`src/rtl/vga_pkg.sv`:
```
// Shared VGA / block-grid constants and types for the 32x24 block framebuffer path.
// Pure declarations, so there is no latency and no flow control.
package vga_pkg;

   localparam int HPIXELS    = 640;
   localparam int VPIXELS    = 480;
   localparam int BLOCK_SIZE = 20;
   localparam int GRID_COLS  = HPIXELS / BLOCK_SIZE;
   localparam int GRID_ROWS  = VPIXELS / BLOCK_SIZE;
   localparam int GRID_CELLS = GRID_COLS * GRID_ROWS;

   typedef enum logic [1:0] {
      IDLE,
      SWEEP,
      UPDATE
   } state_t;

   typedef logic [7:0] colour_t;

endpackage

```
`src/rtl/bounce_axis.sv`:
```
// One axis of the bouncing object: position 0..MAX that reverses direction at either end.
// Moves one cell per step pulse and is never stalled.
module bounce_axis #(
   parameter int MAX  = 30,
   parameter int INIT = 0
) (
   input  logic       clk,
   input  logic       reset,
   input  logic       step,
   output logic [4:0] pos,
   output logic       dir
);

   localparam logic [4:0] MAX_POS  = 5'(MAX);
   localparam logic [4:0] INIT_POS = 5'(INIT);

   logic flip;
   logic dir_nxt;

   // The direction is turned around before the move, so pos stays within 0..MAX.
   always_comb begin
      flip    = (dir && (pos == MAX_POS)) || (!dir && (pos == 5'd0));
      dir_nxt = dir ^ flip;
   end

   always_ff @(posedge clk) begin
      if (reset) begin
         pos <= INIT_POS;
         dir <= 1'b1;
      end else if (step) begin
         dir <= dir_nxt;
         pos <= dir_nxt ? pos + 5'd1 : pos - 5'd1;
      end
   end

endmodule

```
`src/rtl/block_frame_writer.sv`:
```
// Sweeps all grid cells into the back buffer at one cell per clock, then steps the bouncing object.
// Cell 0 appears on the outputs one cycle after frame start; the framebuffer accepts a write every cycle.
module block_frame_writer
   import vga_pkg::*;
#(
   parameter int      COLS         = GRID_COLS,
   parameter int      ROWS         = GRID_ROWS,
   parameter int      OBJ_SIZE     = 2,
   parameter int      X0           = 4,
   parameter int      Y0           = 3,
   parameter int      FRAME_DIV    = 4,
   parameter colour_t BG_COLOR     = 8'h00,
   parameter colour_t BORDER_COLOR = 8'hFF,
   parameter colour_t FG_COLOR     = 8'hE0
) (
   input  logic       clk,
   input  logic       reset,
   input  logic [9:0] hc,
   input  logic [9:0] vc,
   input  logic       run,
   output logic [9:0] write_addr,
   output logic [7:0] pixel_data,
   output logic       busy,
   output logic       frame_done
);

   localparam int              DIV_W     = (FRAME_DIV > 1) ? $clog2(FRAME_DIV) : 1;
   localparam logic [9:0]      LAST_ADDR = 10'(COLS * ROWS - 1);
   localparam logic [4:0]      LAST_COL  = 5'(COLS - 1);
   localparam logic [4:0]      LAST_ROW  = 5'(ROWS - 1);
   localparam logic [DIV_W-1:0] DIV_LAST = DIV_W'(FRAME_DIV - 1);

   state_t           state;
   state_t           state_nxt;
   logic             fs;
   logic             load;
   logic             advance;
   logic             step;
   logic [4:0]       col;
   logic [4:0]       row;
   logic [4:0]       col_nxt;
   logic [4:0]       row_nxt;
   colour_t          colour_nxt;
   logic [DIV_W-1:0] div_cnt;
   logic [4:0]       obj_x;
   logic [4:0]       obj_y;
   logic             dir_x;
   logic             dir_y;
   logic             unused_dirs;

   function automatic logic in_span(input logic [4:0] c, input logic [4:0] lo);
      return ({1'b0, c} >= {1'b0, lo}) && ({1'b0, c} < ({1'b0, lo} + 6'(OBJ_SIZE)));
   endfunction

   assign fs          = (hc == 10'd0) && (vc == 10'd0);
   assign unused_dirs = dir_x ^ dir_y;

   always_ff @(posedge clk) begin
      if (reset) state <= IDLE;
      else       state <= state_nxt;
   end

   // A frame start in SWEEP restarts the sweep; one in UPDATE is dropped.
   always_comb begin
      state_nxt = state;
      case (state)
         IDLE:    if (fs) state_nxt = SWEEP;
         SWEEP:   if (!fs && (write_addr == LAST_ADDR)) state_nxt = UPDATE;
         UPDATE:  state_nxt = IDLE;
         default: state_nxt = IDLE;
      endcase
   end

   always_comb begin
      load       = 1'b0;
      advance    = 1'b0;
      busy       = 1'b0;
      frame_done = 1'b0;
      case (state)
         IDLE: load = fs;
         SWEEP: begin
            busy    = 1'b1;
            load    = fs;
            advance = !fs && (write_addr != LAST_ADDR);
         end
         UPDATE:  frame_done = 1'b1;
         default: ;
      endcase
   end

   // col/row track the cell presented on write_addr; the _nxt pair is the cell being registered.
   always_comb begin
      col_nxt = col;
      row_nxt = row;
      if (load) begin
         col_nxt = 5'd0;
         row_nxt = 5'd0;
      end else if (col == LAST_COL) begin
         col_nxt = 5'd0;
         row_nxt = row + 5'd1;
      end else begin
         col_nxt = col + 5'd1;
      end
   end

   always_comb begin
      colour_nxt = BG_COLOR;
      if (in_span(col_nxt, obj_x) && in_span(row_nxt, obj_y))
         colour_nxt = FG_COLOR;
      else if ((col_nxt == 5'd0) || (col_nxt == LAST_COL) || (row_nxt == 5'd0) || (row_nxt == LAST_ROW))
         colour_nxt = BORDER_COLOR;
   end

   always_ff @(posedge clk) begin
      if (reset) begin
         write_addr <= 10'd0;
         pixel_data <= 8'h00;
         col        <= 5'd0;
         row        <= 5'd0;
      end else if (load || advance) begin
         write_addr <= load ? 10'd0 : write_addr + 10'd1;
         pixel_data <= colour_nxt;
         col        <= col_nxt;
         row        <= row_nxt;
      end
   end

   assign step = frame_done && run && (div_cnt == DIV_LAST);

   always_ff @(posedge clk) begin
      if (reset)
         div_cnt <= '0;
      else if (frame_done && run)
         div_cnt <= (div_cnt == DIV_LAST) ? '0 : div_cnt + 1'b1;
   end

   bounce_axis #(.MAX(COLS - OBJ_SIZE), .INIT(X0)) u_axis_x (
      .clk   (clk),
      .reset (reset),
      .step  (step),
      .pos   (obj_x),
      .dir   (dir_x)
   );

   bounce_axis #(.MAX(ROWS - OBJ_SIZE), .INIT(Y0)) u_axis_y (
      .clk   (clk),
      .reset (reset),
      .step  (step),
      .pos   (obj_y),
      .dir   (dir_y)
   );

endmodule

```
`config.mk`:
```
export PLATFORM = sky130hd
export DESIGN_NAME = block_frame_writer
export DESIGN_NICKNAME = d
export VERILOG_FILES = /design/src/rtl/vga_pkg.sv /design/src/rtl/bounce_axis.sv /design/src/rtl/block_frame_writer.sv
export SDC_FILE = /design/constraint.sdc
export NUM_CORES = 1
export LEC_CHECK = 0
export ABC_AREA = 1
export CORE_MARGIN = 1.5
export CORE_UTILIZATION = 60
export CTS_CLUSTER_DIAMETER = 150
export CTS_CLUSTER_SIZE = 12
export DETAILED_ROUTE_END_ITERATION = 6
export PLACE_DENSITY = 0.87
export SKIP_CTS_REPAIR_TIMING = 1
export SLEW_MARGIN = 0
export SYNTH_ARGS = -nofsm -noshare
export SYNTH_HDL_FRONTEND = slang
export SYNTH_HIERARCHICAL = 1
export SYNTH_SLANG_ARGS = --single-unit
```
`constraint.sdc`:
```
create_clock -name clk -period 3.6 [get_ports clk]
set_input_delay 0.72 -clock clk [delete_from_list [all_inputs] [get_ports clk]]
set_output_delay 0.72 -clock clk [all_outputs]
set_load 0.02 [all_outputs]
```
==> results.sh <==
export IMPL_hold_viol=0
export IMPL_crit_buf_inv=3
export IMPL_max_freq_mhz=348
export IMPL_yosysTopAreaCell="dfxtp_1"
export IMPL_yosysSeqAreaShare=0.254
export IMPL_timing_rr_start="col[0]"
export IMPL_grt_pass1_vias=2617
export IMPL_r2r_cells=18
export IMPL_arrival_ns=3.08
export IMPL_place_congestion=0.854
export IMPL_setup_tns_ns=0
export IMPL_die_y_um=73.7
export IMPL_syn_area_per_cell_sq_um=6.55
export IMPL_crit_family="adder cells"
export IMPL_fp_coreArea_sq_um=4750
export IMPL_synth_cell_type_count=37
export IMPL_syn_inst=458
export IMPL_rrSetupSlack_ns=0.73
export IMPL_total_power_mw=0.768
export IMPL_slowest_delay_ns=0.39
export IMPL_synth_area_top_cells="dfxtp_1 (25%), nand2_1 (11%), ha_1 (9.6%)"
export IMPL_grt_ovfl_total=0
export IMPL_cp_num_cells=18
export IMPL_slew_viol_final=0
export IMPL_die_area_sq_um=5430
export IMPL_root_buffer="clkbuf_8"
export IMPL_cts_tree="done"
export IMPL_avgRoutedWirePerCell_um=11.3
export IMPL_cts_sinks=38
export IMPL_cp_startpoint="col[0]"
export IMPL_yosysMostFrequentCell="nand2_1"
export IMPL_clk_pin_slew_worst_paths_ns=0.08
export IMPL_antenna_found_initial=0
export IMPL_p_leak_nw=1.68
export IMPL_io_pins=43
export IMPL_cp_end_kind="flop"
export IMPL_syn_nets=504
export IMPL_fin_nets=545
export IMPL_drive_above_1_share=0.112
export IMPL_multi_input_area_sq_um=1840
export IMPL_vdd_drop_max_mv=0.132
export IMPL_totalWireLength_um=6430
export IMPL_area_delta_synth_final_pct=18.0
export IMPL_drv_cap=0
export IMPL_slowest_stage="dfxtp_1"
export IMPL_synth_main_ff_cell="dfxtp_1"
export IMPL_n_antenna_cell=0
export IMPL_crit_type="reg2reg"
export IMPL_fillers=407
export IMPL_crit_required_ns=3.80
export IMPL_reg2reg_to="pixel_data[4]"
export IMPL_ys_warn_count=6
export IMPL_drtAntennaViolNets=0
export IMPL_port_buffers=42
export IMPL_cts_buffer_depth=2
export IMPL_fin_crit_sh=0.798
export IMPL_slew_headroom=0.748
export IMPL_drt_initial_drc_count=117
export IMPL_synth_edf_count=0
export IMPL_synth_top_cell_area_share=0.254
export IMPL_routed_via_density=5.14
export IMPL_synthesis_area_sq_um=3000
export IMPL_track_usage=0.244
export IMPL_drt_first_pass_iters=4
export IMPL_fin_crit_ns=2.87
export IMPL_synth_common_cells="nand2_1 (89), inv_1 (72), nor2_1 (51)"
export IMPL_clk_latency_ns=0.30
export IMPL_drc=0
export IMPL_outcome="finished clean"
export IMPL_worstPathCellList="ha_1 -> nand2_1 -> nor2_1 -> ha_1 -> nand2_1 -> inv_1 -> nand3_1 -> xnor2_1 -> nand2_1 -> inv_1 -> ha_1 -> a21oi_1 -> o221ai_1 -> a21oi_1 -> and2_1 -> nand4_1 -> nand2_1 -> inv_1"
export IMPL_setup_viol=0
export IMPL_num_rows=25
export IMPL_worst_slew_pin_slew_ns=0.377
export IMPL_critPathLaunchType="flop"
export IMPL_grt_pass1_wl_um=10600
export IMPL_hpwl_um=5050
export IMPL_yosys_register_bits=38
export IMPL_dieWidth_um=73.7
export IMPL_skew_ns=0.0109
export IMPL_cp_max_fo=9
export IMPL_hold_class="reg2reg"
export IMPL_grt_max_degree=26
export IMPL_crit_path_end="pixel_data[4]"
export IMPL_final_seq_area_sq_um=761
export IMPL_async_flop_share=0
export IMPL_htreeDepth=2
export IMPL_path_common_cell="nand2_1"
export IMPL_rsz0062_at_grt="false"
export IMPL_p_per_area_nw_per_um2=217
export IMPL_num_vias=2916
export IMPL_cts_inserted_buffers=5
export IMPL_start_util=0.631
## worst min-delay path by stage
stage / to / startpoint / slack [ns] / depth (start not counted)
after floorplan: col[4] / col[4] / 0.44 / 2
after global placement: col[4] / col[4] / 0.45 / 2
after detailed placement: col[4] / col[4] / 0.47 / 2
after CTS: col[4] / col[4] / 0.48 / 2
after global routing: div_cnt[1] / div_cnt[1] / 0.51 / 2
final: div_cnt[1] / div_cnt[1] / 0.48 / 2
## through the flow
| stage | utilization | instances | hold slack (ns) | cell area [sq um] | setup WS [ns] |
|---|---|---|---|---|---|
| 2_1_floorplan | - | 458 | 0.444 | 3000 | 1.07 |
| 3_3_place_gp | 0.724 | 559 | 0.455 | 3440 | 0.566 |
| 3_5_place_dp | 0.724 | 559 | 0.471 | 3440 | 0.466 |
| 4_1_cts | 0.744 | 567 | 0.482 | 3540 | 0.745 |
| 5_1_grt | 0.744 | 567 | 0.508 | 3540 | 0.450 |
| 6_report | 0.744 | 567 | 0.476 | 3540 | 0.725 |
## worst min-delay path, stage by stage, from the launching register on
cell and delay (ns):
dfxtp_1 0.32, nand2_1 0.06, a21oi_1 0.05
## sequential cells by signal, indices dropped and copies added (netlist names)
| name | cells |
|---|---|
| u_axis_y/dir | 1 |
| u_axis_x/pos | 5 |
| u_axis_y/pos | 5 |
| pixel_data | 2 |
| u_axis_x/dir | 1 |
| row | 5 |
| div_cnt | 2 |
| state | 2 |
| col | 5 |
| write_addr | 10 |
## cells by family after synthesis
family,share of synthesized area
DFF,0.254
adders and majority gates,0.0960
and+or+nand+nor,0.381
buffers and inverters,0.132
AOI/OAI and AO/OA,0.108
xor gates and xnor gates,0.0292
## report_power, final
group          internal [mW]  leakage, nW  switching (mW)  total, mW
Combinational         0.0241         1.33          0.0134     0.0375
Sequential             0.420        0.306     0.000000357      0.420
Clock                  0.154       0.0472           0.157      0.311
## layout make-up
class | instances | share of cell area
Timing Repair Buffer | 45 | 0.125
Clock buffer | 6 | 0.0233
Tap cell | 67 | 0.0237
Sequential cell | 38 | 0.215
Clock inverter | 2 | 0.00354
Inverter | 83 | 0.0888
Multi-Input combinational cell | 326 | 0.521
## placed cells by master, fill, tap and decap left out, types with 3 or more instances in the layout
cell type and count:
xnor2_1 4, inv_2 8, inv_1 72, nand3_2 9
nand2_1 89, nor3_1 4, nand2_2 10, o21ai_0 11
o21ai_1 9, dfxtp_1 38, ha_1 23, nor2_1 51
buf_4 3, xor2_1 6, a21oi_1 32, nand3_1 45
clkinv_2 3, nor2_2 5, clkdlybuf4s50_1 42, clkbuf_8 6
nand2_4 5, nand4_1 6
## layer usage
metal / wire [um] / up-vias / global-route usage / part of all wire
met5: 0 / - / 0 / 0
met4: 144 / 0 / 0.109 / 0.022
met3: 351 / 14 / 0.0590 / 0.055
met2: 3140 / 73 / 0.441 / 0.49
met1: 2790 / 1290 / 0.268 / 0.43
li1: - / 1539 / - / -
No activity file was read; power rests on OpenSTA's default activity.
